<file path="src/rtl/sprite_pkg.sv">
// rtl/sprite_pkg.sv - shared types, keycodes and key decode for the sprite mover
package sprite_pkg;

    typedef enum logic [1:0] {
        DIR_R = 2'd0,
        DIR_D = 2'd1,
        DIR_L = 2'd2,
        DIR_U = 2'd3
    } dir_t;

    typedef enum logic [1:0] {
        ST_IDLE    = 2'd0,
        ST_MOVING  = 2'd1,
        ST_STOPPED = 2'd2,
        ST_FROZEN  = 2'd3
    } state_t;

    localparam logic [7:0] KEY_D = 8'h07;
    localparam logic [7:0] KEY_S = 8'h16;
    localparam logic [7:0] KEY_A = 8'h04;
    localparam logic [7:0] KEY_W = 8'h1A;

    typedef struct packed {
        logic valid;
        dir_t dir;
    } key_dir_t;

    // Any keycode outside the four movement keys decodes as not-valid
    function automatic key_dir_t key_to_dir(input logic [7:0] key);
        key_dir_t kd;
        kd.valid = 1'b1;
        kd.dir   = DIR_R;
        case (key)
            KEY_D:   kd.dir = DIR_R;
            KEY_S:   kd.dir = DIR_D;
            KEY_A:   kd.dir = DIR_L;
            KEY_W:   kd.dir = DIR_U;
            default: kd.valid = 1'b0;
        endcase
        return kd;
    endfunction

endpackage

</file>
<file path="src/rtl/turn_buffer.sv">
// rtl/turn_buffer.sv - holds one blocked turn request until the wall opens or it times out
module turn_buffer
    import sprite_pkg::*;
#(
    parameter int TURN_HOLD = 8
)
(
    input  logic       frame_clk,
    input  logic       Reset_n,
    input  logic       load,
    input  dir_t       dir_in,
    input  logic [3:0] blocked,
    input  logic       clear,
    output logic       take,
    output dir_t       pending_dir,
    output logic       turn_pending
);

    localparam logic [7:0] L_HOLD = 8'(TURN_HOLD);

    dir_t       r_pending_dir;
    logic       r_turn_pending;
    logic [7:0] r_hold;

    // Clear wins over a new load; otherwise a waiting request counts down and drops at zero
    always_ff @(posedge frame_clk or negedge Reset_n) begin
        if (!Reset_n) begin
            r_pending_dir  <= DIR_R;
            r_turn_pending <= 1'b0;
            r_hold         <= '0;
        end else if (clear) begin
            r_pending_dir  <= DIR_R;
            r_turn_pending <= 1'b0;
            r_hold         <= '0;
        end else if (load) begin
            r_pending_dir  <= dir_in;
            r_turn_pending <= 1'b1;
            r_hold         <= L_HOLD;
        end else if (r_turn_pending) begin
            if (r_hold <= 8'd1) begin
                r_turn_pending <= 1'b0;
                r_hold         <= '0;
            end else begin
                r_hold <= r_hold - 8'd1;
            end
        end
    end

    assign take         = r_turn_pending & ~blocked[r_pending_dir];
    assign pending_dir  = r_pending_dir;
    assign turn_pending = r_turn_pending;

endmodule

</file>
<file path="src/rtl/sprite_mover.sv">
// rtl/sprite_mover.sv - per-frame maze sprite movement with turn buffering, speed divider and wrap
module sprite_mover
    import sprite_pkg::*;
#(
    parameter int X_CENTER  = 304,
    parameter int Y_CENTER  = 240,
    parameter int X_MIN     = 0,
    parameter int X_MAX     = 639,
    parameter int Y_MIN     = 0,
    parameter int Y_MAX     = 479,
    parameter int STEP      = 1,
    parameter int SPEED_DIV = 1,
    parameter int TURN_HOLD = 8,
    parameter int WRAP_X    = 1
)
(
    input  logic       frame_clk,
    input  logic       Reset_n,
    input  logic [7:0] keycode,
    input  logic [3:0] blocked,
    input  logic       freeze,
    input  logic       respawn,
    output logic [9:0] pos_x,
    output logic [9:0] pos_y,
    output logic [1:0] dir,
    output logic       has_moved,
    output logic       moving,
    output logic       turn_pending,
    output logic [1:0] pending_dir
);

    localparam logic [10:0] L_STEP   = 11'(STEP);
    localparam logic [10:0] L_XMIN   = 11'(X_MIN);
    localparam logic [10:0] L_XMAX   = 11'(X_MAX);
    localparam logic [10:0] L_YMIN   = 11'(Y_MIN);
    localparam logic [10:0] L_YMAX   = 11'(Y_MAX);
    localparam logic [9:0]  L_XMIN10 = 10'(X_MIN);
    localparam logic [9:0]  L_XMAX10 = 10'(X_MAX);
    localparam logic [9:0]  L_YMIN10 = 10'(Y_MIN);
    localparam logic [9:0]  L_YMAX10 = 10'(Y_MAX);
    localparam logic [9:0]  L_XCEN   = 10'(X_CENTER);
    localparam logic [9:0]  L_YCEN   = 10'(Y_CENTER);
    localparam logic [3:0]  L_DIV_LAST = 4'(SPEED_DIV - 1);

    state_t     r_state;
    state_t     w_state_nxt;
    logic [9:0] r_x;
    logic [9:0] r_y;
    dir_t       r_dir;
    logic       r_has_moved;
    logic [3:0] r_div;

    key_dir_t   w_kd;
    logic       w_run;
    logic       w_key_accept;
    logic       w_key_load;
    logic       w_take;
    logic       w_turn_take;
    logic       w_turn;
    logic       w_buf_clear;
    dir_t       w_pend_dir;
    logic       w_pend;
    dir_t       w_new_dir;
    dir_t       w_eff_dir;
    logic       w_eff_moving;
    logic       w_tick;
    logic       w_try_move;
    logic       w_wall;
    logic [10:0] w_sum;
    logic [9:0] w_x_nxt;
    logic [9:0] w_y_nxt;
    logic       w_clamp;

    turn_buffer #(
        .TURN_HOLD (TURN_HOLD)
    ) u_turn_buffer (
        .frame_clk    (frame_clk),
        .Reset_n      (Reset_n),
        .load         (w_key_load),
        .dir_in       (w_kd.dir),
        .blocked      (blocked),
        .clear        (w_buf_clear),
        .take         (w_take),
        .pending_dir  (w_pend_dir),
        .turn_pending (w_pend)
    );

    // Resolve this edge's direction first so a turn and its step land on the same frame
    always_comb begin
        w_kd         = key_to_dir(keycode);
        w_run        = ~freeze & ~respawn & (r_state != ST_FROZEN);
        w_key_accept = w_run & w_kd.valid & ~blocked[w_kd.dir];
        w_key_load   = w_run & w_kd.valid & blocked[w_kd.dir];
        w_turn_take  = w_run & ~w_kd.valid & w_take;
        w_turn       = w_key_accept | w_turn_take;
        w_buf_clear  = ~w_run | w_turn;
        w_new_dir    = w_key_accept ? w_kd.dir : w_pend_dir;
        w_eff_dir    = w_turn ? w_new_dir : r_dir;
        w_eff_moving = w_turn | (r_state == ST_MOVING);
        w_tick       = (r_div == L_DIV_LAST);
        w_try_move   = w_run & w_eff_moving & w_tick;
        w_wall       = blocked[w_eff_dir];
    end

    // Candidate position one step along the resolved direction, with wrap or clamp at the edges
    always_comb begin
        w_x_nxt = r_x;
        w_y_nxt = r_y;
        w_clamp = 1'b0;
        w_sum   = '0;
        case (w_eff_dir)
            DIR_R: begin
                w_sum = {1'b0, r_x} + L_STEP;
                if (w_sum > L_XMAX) begin
                    if (WRAP_X != 0) begin
                        w_x_nxt = L_XMIN10;
                    end else begin
                        w_x_nxt = L_XMAX10;
                        w_clamp = 1'b1;
                    end
                end else begin
                    w_x_nxt = w_sum[9:0];
                end
            end
            DIR_L: begin
                if ({1'b0, r_x} < L_XMIN + L_STEP) begin
                    if (WRAP_X != 0) begin
                        w_x_nxt = L_XMAX10;
                    end else begin
                        w_x_nxt = L_XMIN10;
                        w_clamp = 1'b1;
                    end
                end else begin
                    w_sum   = {1'b0, r_x} - L_STEP;
                    w_x_nxt = w_sum[9:0];
                end
            end
            DIR_D: begin
                w_sum = {1'b0, r_y} + L_STEP;
                if (w_sum > L_YMAX) begin
                    w_y_nxt = L_YMAX10;
                    w_clamp = 1'b1;
                end else begin
                    w_y_nxt = w_sum[9:0];
                end
            end
            default: begin
                if ({1'b0, r_y} < L_YMIN + L_STEP) begin
                    w_y_nxt = L_YMIN10;
                    w_clamp = 1'b1;
                end else begin
                    w_sum   = {1'b0, r_y} - L_STEP;
                    w_y_nxt = w_sum[9:0];
                end
            end
        endcase
    end

    // State register
    always_ff @(posedge frame_clk or negedge Reset_n) begin
        if (!Reset_n) begin
            r_state <= ST_IDLE;
        end else begin
            r_state <= w_state_nxt;
        end
    end

    // Next-state: freeze dominates, then leaving FROZEN, then respawn, then motion outcome
    always_comb begin
        w_state_nxt = r_state;
        if (freeze) begin
            w_state_nxt = ST_FROZEN;
        end else if (r_state == ST_FROZEN) begin
            w_state_nxt = respawn ? ST_IDLE : ST_STOPPED;
        end else if (respawn) begin
            w_state_nxt = ST_IDLE;
        end else if (w_try_move && (w_wall || w_clamp)) begin
            w_state_nxt = ST_STOPPED;
        end else if (w_eff_moving) begin
            w_state_nxt = ST_MOVING;
        end
    end

    // Position, facing, first-move flag and divider; held while frozen, reloaded on respawn
    always_ff @(posedge frame_clk or negedge Reset_n) begin
        if (!Reset_n) begin
            r_x         <= L_XCEN;
            r_y         <= L_YCEN;
            r_dir       <= DIR_R;
            r_has_moved <= 1'b0;
            r_div       <= '0;
        end else if (freeze || (r_state == ST_FROZEN && !respawn)) begin
            r_x <= r_x;
        end else if (respawn) begin
            r_x         <= L_XCEN;
            r_y         <= L_YCEN;
            r_dir       <= DIR_R;
            r_has_moved <= 1'b0;
            r_div       <= '0;
        end else begin
            if (w_turn) begin
                r_dir       <= w_new_dir;
                r_has_moved <= 1'b1;
            end
            r_div <= w_tick ? 4'd0 : r_div + 4'd1;
            if (w_try_move && !w_wall) begin
                r_x <= w_x_nxt;
                r_y <= w_y_nxt;
            end
        end
    end

    // Outputs
    always_comb begin
        pos_x        = r_x;
        pos_y        = r_y;
        dir          = r_dir;
        has_moved    = r_has_moved;
        moving       = (r_state == ST_MOVING);
        turn_pending = w_pend;
        pending_dir  = w_pend_dir;
    end

endmodule

</file>
<file path="config.mk">
export PLATFORM = sky130hd
export DESIGN_NAME = sprite_mover
export DESIGN_NICKNAME = d
export VERILOG_FILES = /design/src/rtl/sprite_pkg.sv /design/src/rtl/turn_buffer.sv /design/src/rtl/sprite_mover.sv
export SDC_FILE = /design/constraint.sdc
export NUM_CORES = 1
export LEC_CHECK = 0
export ABC_AREA = 0
export CAP_MARGIN = 30
export CORE_MARGIN = 3
export CORE_UTILIZATION = 56
export DETAILED_ROUTE_END_ITERATION = 8
export GPL_ROUTABILITY_DRIVEN = 1
export PLACE_DENSITY_LB_ADDON = 0.1
export SYNTH_ARGS = -nofsm -noshare
export SYNTH_HDL_FRONTEND = slang
export SYNTH_SLANG_ARGS = --single-unit
</file>
<file path="constraint.sdc">
create_clock -name frame_clk -period 4.4 [get_ports frame_clk]
set_clock_uncertainty 0.2 [all_clocks]
set_input_delay 0.44 -clock frame_clk [delete_from_list [all_inputs] [get_ports frame_clk]]
set_output_delay 0.44 -clock frame_clk [all_outputs]
set_load 0.005 [all_outputs]
</file>
# --- Word level (Yosys, flattened, before mapping) ---
# Index checks and enable logic that the tools add are counted.
# W data, S select, Z words.
totals:
  reg_bits: 40
  word_cells: 117
  output_inout_bits: 27
classes:
  bitwise_logic: 20
  mux: 44
  order_cmp: 8
  n_addsub: 6
  n_reduce_logical: 20
  eq_ne: 10
op_table:
  columns: ["cell", "n"]
  rows:
  - ["$mux W10", 8]
  - ["$pmux W10 S2", 2]
  - ["$mux W8", 4]
  - ["$add A10 B1 Y11 const B", 2]
  - ["$mux W2", 11]
  - ["$lt A10 B1 Y1 const B", 2]
  - ["$sub A10 B1 Y10 const B", 2]
  - ["$eq A8 B3 Y1 const B", 2]
  - ["$eq A8 B5 Y1 const B", 2]
  - ["$mux W1", 12]
  - ["$gt A11 B10 Y1 const B", 1]
  - ["$gt A11 B9 Y1 const B", 1]
  - ["$and A1 B1 Y1", 10]
  - ["$lt A2 B3 Y1 const B", 3]
  - ["$le A8 B1 Y1 const B", 1]
  - ["$mux W4", 2]
  - ["$sub A8 B1 Y8 const B", 1]
  - ["$not A1 Y1", 7]
  - ["$bmux W1 S2", 3]
  - ["$pmux W2 S3", 1]
  - ["$reduce_and A3 Y1", 2]
  - ["$reduce_bool A2 Y1", 3]
  - ["$reduce_bool A3 Y1", 2]
  - ["$reduce_bool A5 Y1", 1]
  - ["15 further kinds", 23]

# --- Depth between registers and ports, before layout ---
# Gate-level depths: netlist of the first run.
depth:
  ltp_word: 17
  ltp_mapped: 13
  mapped_depth_nobuf: 11

# --- Cells and area by module ---
# A second synthesis of the first run with hierarchy kept.
hier_totals:
  cells_unflattened: 427
  area_unflattened_um2: 3472.1
modules_own_cells:
  columns: ["module", "instances", "area_each_um2", "cells_each", "seq_area_each_um2"]
  rows:
  - ["sprite_mover", 1, 2846.5, 364, 734.5]
  - ["turn_buffer", 1, 625.6, 63, 275.3]

# --- Worst setup path before layout of the first run ---
# No wires, ideal clock.
synth_path:
  kind: "input to register"
  start: "in keycode[5]"
  end: "reg r_y[1], in the netlist pos_y[1]"
  required_ps: 4124
  arrival_ps: 3182
  stages: 12
  path_buffers: 3
  slack_ps: 942
  cell_sequence: "or3_4 -> or4b_1 -> o211a_1 -> a221o_1 -> buf_6 -> o211a_1 -> a2111oi_4 -> or2_1 -> buf_4 -> buf_6 -> o2111ai_1 -> o21ai_1"
synth_between:
  elab_chain_len: 14
synth_rtl:
  columns: ["item", "line", "text"]
  rows:
  - ["start: declaration", "sprite_mover.sv:19", "input logic [7:0] keycode,"]
  - ["$eq A8 B5 Y1 / $eq A8 B3 Y1 (equally long branches)", "sprite_pkg.sv:33", "case (key)"]
  - ["$pmux W2 S3 / $reduce_or A4 Y1 (equally long branches)", null, null]
  - ["$bmux W1 S2 / $mux W1 (equally long branches)", "sprite_mover.sv:92, sprite_pkg.sv:33", null]
  - ["$mux W1 (not written as such) / $not A1 Y1 (equally long branches)", "sprite_mover.sv:92, sprite_mover.sv:94", null]
  - ["$not A1 Y1 / $and A1 B1 Y1 (equally long branches)", "sprite_mover.sv:92, sprite_mover.sv:94", null]
  - ["$and A1 B1 Y1 (on tied branches)", "sprite_mover.sv:92, sprite_mover.sv:94", null]
  - ["$mux W2 / $or A1 B1 Y1 (equally long branches)", "sprite_mover.sv:97, sprite_mover.sv:95", null]
  - ["$mux W2", null, null]
  - ["$bmux W1 S2", "sprite_mover.sv:102", "w_wall = blocked[w_eff_dir];"]
  - ["$mux W1 (not written as such)", "sprite_mover.sv:102", null]
  - ["$logic_not A1 Y1", "sprite_mover.sv:206", "if (w_try_move && !w_wall) begin"]
  - ["$logic_and A1 B1 Y1", "sprite_mover.sv:206", null]
  - ["$reduce_bool A2 Y1 (no line)", null, null]
  - ["$reduce_and A3 Y1 (no line)", null, null]
  - ["end signal: assignment", "sprite_mover.sv:208", "r_y <= w_y_nxt;"]
  - ["end: declaration", "sprite_mover.sv:48", "logic [9:0] r_y;"]
# Several ways; a longest one is shown, not always the timed one. The select of a mux whose other input is x is not followed.
# A chain may end at the register's enable or synchronous reset.

# --- Final worst setup path of the first run ---
layout_path:
  start: "in keycode[5]"
  end: "reg r_y[3], in the netlist pos_y[3]"
# The elaborated chain is that of the path after synthesis.

==> results.sh, run 1 <==
export IMPL_finalMaxSlewViolations=0
export IMPL_synth_edff_count=0
export IMPL_hold_viol=0
export IMPL_first_iter_violations=188
export IMPL_postCtsSetupBuffers=0
export IMPL_yosys_area_top_type="dfrtp_1"
export IMPL_vias=3318
export IMPL_grt_usage_pct=25.4
export IMPL_cts_buffers=5
export IMPL_multi_input_area_um2=2110
export IMPL_critPathLaunchType="input port"
export IMPL_syn_inst=415
export IMPL_hold_class="input port to async pin"
export IMPL_seqPwrFrac_pct=43.8
export IMPL_worstMarginPinSlew_ns=0.950
export IMPL_ir_worst_vdd_uv=234
export IMPL_clockRootBuffer="clkbuf_8"
export IMPL_grt_max_degree=41
export IMPL_yosys_warnings=0
export IMPL_syn_num_nets=441
export IMPL_cp_end_kind="flop"
export IMPL_synthesis_area_um2=3300
export IMPL_syn2layout_area_growth_pct=18.1
export IMPL_core_region_area_um2=5610
export IMPL_synth_top_area_share_pct=25.0
export IMPL_timing_final_crit_share_pct=89.8
export IMPL_synthFlopType="dfrtp_1"
export IMPL_path_class="input port to flop"
export IMPL_fmaxAchievable_mhz=253
export IMPL_gp_congestion=0.886
export IMPL_p_leak_nw=1.47
export IMPL_synth_seq_area_share_pct=30.6
export IMPL_post_route_util_pct=69.5
export IMPL_drive_gt1_share_pct=9.93
export IMPL_cts_tree="built"
export IMPL_dp_hpwl_um=6160
export IMPL_ys_seq_elements=40
export IMPL_powerDensity_nw_per_um2=266
export IMPL_p_int_mw=0.697
export IMPL_antenna_found_initial=0
export IMPL_ctsHoldBuffers=0
export IMPL_switching_share_pct=32.7
export IMPL_crit_required_ns=4.43
export IMPL_pin_count=43
export IMPL_drc=0
export IMPL_n_fill_cell=481
export IMPL_seq_area_um2=1010
export IMPL_synth_cell_type_count=69
export IMPL_synth_area_top_cells="dfrtp_1, dfstp_2, a21oi_1"
export IMPL_p_sw_mw=0.338
export IMPL_post_drt_wl_per_cell_um=16.2
export IMPL_syn_mean_instance_area_um2=7.95
export IMPL_htree_num_levels=2
export IMPL_io_buffers=42
export IMPL_start_util_pct=58.8
export IMPL_setup_tns_final_ns=0
export IMPL_drv_cap=0
export IMPL_cts_resized=0
export IMPL_synth_async_reset_ratio_pct=100
export IMPL_post_route_min_period_ns=3.95
export IMPL_ant_nets=0
export IMPL_maxSlewHeadroom_pct=35.0
export IMPL_setup_viol=0
export IMPL_cp_max_fo=9
export IMPL_clock_path_buffers=2
export IMPL_grt_pass1_wl_um=13700
export IMPL_clockPowerShare_pct=31.3
export IMPL_totalWireLength_um=8530
export IMPL_dieArea_um2=6850
export IMPL_die_w_um=82.8
export IMPL_power_frac_comb_pct=25.0
export IMPL_clk_pin_slew_ns=0.09
export IMPL_fin_nets=478
export IMPL_rows=27
export IMPL_grt_pass1_vias=2924
export IMPL_antenna_diode_count=0
export IMPL_cts_sinks=40
export IMPL_cp_arrival_ns=3.98
export IMPL_dieHeight_um=82.8
export IMPL_outcome="complete, no violations"
export IMPL_final_cell_mix="nor2_1, clkdlybuf4s50_1, nand2_1"
export IMPL_grt_overflow_total=0
export IMPL_viasPerCell=6.32
export IMPL_drtPass1Iterations=5
export IMPL_clkLatencyLatePin_ns=0.31
export IMPL_totalPowerFinal_mw=1.04
export IMPL_rsz0062_at_grt="false"
worst max-delay path, cell delays in order:
cell	delay [ns]
clkdlybuf4s50_1	0.42
or3_4	0.43
or3_1	0.43
a211oi_1	0.47
a221o_1	0.45
o21ai_2	0.18
a2111oi_4	0.41
or2_1	0.30
buf_4	0.22
a31oi_1	0.08
a21oi_1	0.14
registers in the layout (all words and copies together), names as in the netlist:
signal                      cells
dir                             2
has_moved                       1
pos_x                          10
pos_y                          10
r_div                           4
r_state                         2
u_turn_buffer.pending_dir       2
u_turn_buffer.r_hold            8
u_turn_buffer.turn_pending      1
synthesized netlist by cell type (4+ instances only):
library cell	n
mux2i_1	4
nor2b_1	5
nor3_1	27
clkbuf_1	16
nor2_1	41
nand2b_1	7
xor2_1	5
inv_1	18
o31ai_1	6
and3_1	5
nor4_1	4
xnor2_1	8
nand3_1	13
o21ai_0	23
buf_2	4
o211a_1	4
a31oi_1	9
a211oi_1	4
nand2_1	36
a21oi_1	34
a311oi_1	4
or3_1	12
a22o_1	4
dfrtp_1	33
ha_1	10
dfstp_2	7
layout make-up:
type / count / area share, %
flip-flops and latches: 40 / 25.9
well taps: 72 / 2.31
multi-input cells: 333 / 54.1
clock inverters: 3 / 1.22
inverters: 18 / 1.73
repair buffers: 54 / 13.0
clock buffers: 5 / 1.77
cells by family after synthesis:
family	Yosys count	synth area share [%]
simple gates	173	26.6
compound gates	132	28.5
buf+inv	42	5.50
flops	40	30.6
xor+xnor	13	3.45
fa+ha+maj	10	3.79
mux	5	1.55
metal layers:
metal  wire [um]  GRT usage (%)  part of all wire, %
met2        3950           41.6                   46
met3         517           3.80                  6.1
met4          87           6.21                  1.0
met1        3970           35.2                   47
met5           0              0                    0
path summary, 6_finish.rpt:
path | from | cells past startpoint | end | slack, ns
setup / recovery | keycode[5] | 11 | pos_y[3] | 0.45
hold / removal | Reset_n | 1 | u_turn_buffer.r_hold[2] | 0.06
setup reg to reg | r_state[1] | 10 | pos_y[3] | 0.73
hold reg to reg | u_turn_buffer.r_hold[6] | 3 | u_turn_buffer.r_hold[6] | 0.36
max in group asynchronous | Reset_n | 1 | pos_y[1] | 3.36
min in group frame_clk | u_turn_buffer.r_hold[6] | 3 | u_turn_buffer.r_hold[6] | 0.36
power by group through the flow:
stage | sequential, mW | clock (mW) | combinational [mW]
6_report | 0.453 | 0.324 | 0.258
3_5_place_dp | 0.458 | 0 | 0.257
3_3_place_gp | 0.458 | 0 | 0.252
4_1_cts | 0.452 | 0.323 | 0.259
2_1_floorplan | 0.426 | 0 | 0.184
5_1_grt | 0.461 | 0.343 | 0.290
stage by stage:
stage	std cells	setup slack [ns]	hold slack, ns	cell area [um^2]
2_1_floorplan	415	0.942	-0.0556	3300
3_3_place_gp	517	0.345	0.304	3780
3_5_place_dp	517	0.176	0.336	3780
4_1_cts	525	0.487	0.0882	3900
5_1_grt	525	0.229	0.129	3900
6_report	525	0.447	0.0554	3900
Note: power is estimated with default switching activity, not from simulation.
==> inputs of run 2 (changes only) <==
--- a/config.mk
+++ b/config.mk
@@ -8,10 +8,12 @@
 export ABC_AREA = 0
 export CAP_MARGIN = 30
 export CORE_MARGIN = 3
-export CORE_UTILIZATION = 56
+export CORE_UTILIZATION = 60
 export DETAILED_ROUTE_END_ITERATION = 8
+export DONT_BUFFER_PORTS = 1
 export GPL_ROUTABILITY_DRIVEN = 1
 export PLACE_DENSITY_LB_ADDON = 0.1
+export REMOVE_ABC_BUFFERS = 1
 export SYNTH_ARGS = -nofsm -noshare
 export SYNTH_HDL_FRONTEND = slang
 export SYNTH_SLANG_ARGS = --single-unit
==> constraint.sdc (replaced) <==
create_clock -name frame_clk -period 5.1 [get_ports frame_clk]
set_clock_uncertainty 0.2 [all_clocks]
set_input_delay 0.51 -clock frame_clk [delete_from_list [all_inputs] [get_ports frame_clk]]
set_output_delay 0.51 -clock frame_clk [all_outputs]
set_load 0.005 [all_outputs]
==> run 2 against run 1 <==
  * Worst hold slack improved by 0.039 ns
  * Clock-buffer cell count unchanged
  * Die area decreased by 6.2%
  * Critical endpoint is now pos_y[5]
  * Largest cell class unchanged
  * Highest routed layer unchanged
==> results.sh, run 2 (same netlist as run 1, synthesis figures left out) <==
export IMPL_fin_cells=473
export IMPL_crit_required_ns=5.13
export IMPL_grt_pass1_wl_um=13300
export IMPL_cp_end_kind="flop"
export IMPL_start_util_pct=63.4
export IMPL_post_route_min_period_ns=4.23
export IMPL_core_region_area_um2=5200
export IMPL_cp_max_fo=14
export IMPL_critPathLaunchType="flop"
export IMPL_post_route_util_pct=65.9
export IMPL_n_fill_cell=468
export IMPL_grt_overflow_total=0
export IMPL_pin_count=43
export IMPL_dieArea_um2=6420
export IMPL_clock_path_buffers=2
export IMPL_placed_area_um2=3290
export IMPL_dieHeight_um=80.2
export IMPL_clkLatencyLatePin_ns=0.30
export IMPL_hold_viol=0
export IMPL_rows=26
export IMPL_antenna_found_initial=0
export IMPL_drc=0
export IMPL_setup_viol=0
export IMPL_setup_ws_ns=0.873
export IMPL_grt_usage_pct=25.7
export IMPL_cp_arrival_ns=4.26
export IMPL_finalMaxSlewViolations=0
export IMPL_totalWireLength_um=7870
export IMPL_cts_buffers=5
export IMPL_path_class="flop to flop"
export IMPL_final_common_cell="nor2_1"
export IMPL_viasPerCell=6.50
export IMPL_p_leak_nw=1.27
export IMPL_drtPass1Iterations=4
export IMPL_gp_congestion=0.859
export IMPL_post_place_ws_ns=1.02
export IMPL_fin_nets=428
export IMPL_post_drt_wl_per_cell_um=16.6
export IMPL_worstMarginPinSlew_ns=1.04
export IMPL_placed_cells_incl_taps=463
export IMPL_grt_max_degree=41
export IMPL_antenna_diode_count=0
export IMPL_hold_class="input port to flop"
export IMPL_rsz0062_at_grt="false"
export IMPL_powerDensity_nw_per_um2=241
export IMPL_dp_hpwl_um=5600
export IMPL_first_iter_violations=117
export IMPL_drv_cap=0
export IMPL_timing_final_crit_share_pct=82.9
export IMPL_setup_tns_final_ns=0
export IMPL_cts_tree="built"
export IMPL_drive_gt1_share_pct=8.68
export IMPL_maxSlewHeadroom_pct=28.7
export IMPL_postCtsSetupBuffers=0
export IMPL_io_buffers=0
export IMPL_outcome="complete, no violations"
export IMPL_final_area_um2=3430
export IMPL_vias=3075
export IMPL_htree_num_levels=2
export IMPL_ant_nets=0
export IMPL_die_w_um=80.2
export IMPL_grt_pass1_vias=3028
export IMPL_clk_pin_slew_ns=0.09
export IMPL_syn2layout_area_growth_pct=3.94
export IMPL_fmaxAchievable_mhz=237
export IMPL_cts_sinks=40
export IMPL_final_cell_mix="nor2_1, nand2_1, a21oi_1"
export IMPL_clockRootBuffer="clkbuf_8"
export IMPL_ir_worst_vdd_uv=246
[run 2: cell type report]
cell class / count / area [um^2] / share of cell area [%]
Multi-Input combinational cell: 333 / 2110 / 61.5
Sequential cell: 40 / 1010 / 29.4
Tap cell: 70 / 87.6 / 2.55
Clock buffer: 5 / 68.8 / 2.01
Inverter: 18 / 67.6 / 1.97
Timing Repair Buffer: 4 / 45.0 / 1.31
Clock inverter: 3 / 42.5 / 1.24
[run 2: worst paths after layout]
kind / to / from / slack [ns] / cells past startpoint
hold / removal: pos_x[1] / respawn / 0.09 / 1
min in group asynchronous: u_turn_buffer.r_hold[4] / Reset_n / 0.46 / 2
setup / recovery: pos_y[5] / r_state[1] / 0.87 / 9
hold reg to reg: r_div[2] / r_div[2] / 0.32 / 1
max in group asynchronous: pos_y[4] / Reset_n / 3.97 / 2
setup reg to reg: pos_y[5] / r_state[1] / 0.87 / 9
[run 2: metrics by stage]
| stage | hold slack [ns] | total power, mW |
|---|---|---|
| 3_3_place_gp | 0.0154 | 0.548 |
| 5_1_grt | 0.0934 | 0.870 |
| 6_report | 0.0944 | 0.826 |
| 3_5_place_dp | 0.0154 | 0.552 |
| 2_1_floorplan | 0.0144 | 0.514 |
| 4_1_cts | 0.0917 | 0.827 |
[run 2: timing repair]
item	4_1_cts	5_1_grt
gates resized for setup	0	0
hold endpoints to repair	40	0
endpoints found under the setup margin	0	0
hold buffers	2	0
[run 2: per-layer routing]
layer,part of all wire [%],track usage (%),vias to the layer above
li1,-,-,1512
met1,43,31.9,1442
met2,47,42.5,109
met3,7.9,7.51,12
met4,1.8,8.95,0
met5,0,0,-
[run 2: critical path, stage by stage, from the launching register on]
cell,delay [ns]
dfrtp_1,0.46
a211oi_4,0.44
nand2_1,0.12
a2111oi_0,0.83
a221o_1,0.46
o21ai_2,0.19
a2111oi_4,0.58
or2_1,0.49
o21ai_0,0.17
a22o_1,0.21
[run 2: power by group]
| part | internal, mW | switching (mW) | total (mW) | leakage [nW] |
|---|---|---|---|---|
| registers | 0.340 | 0.0547 | 0.395 | 0.510 |
| logic | 0.0708 | 0.0900 | 0.161 | 0.706 |
| clock network | 0.145 | 0.125 | 0.270 | 0.0541 |
| total | 0.556 | 0.270 | 0.826 | 1.27 |
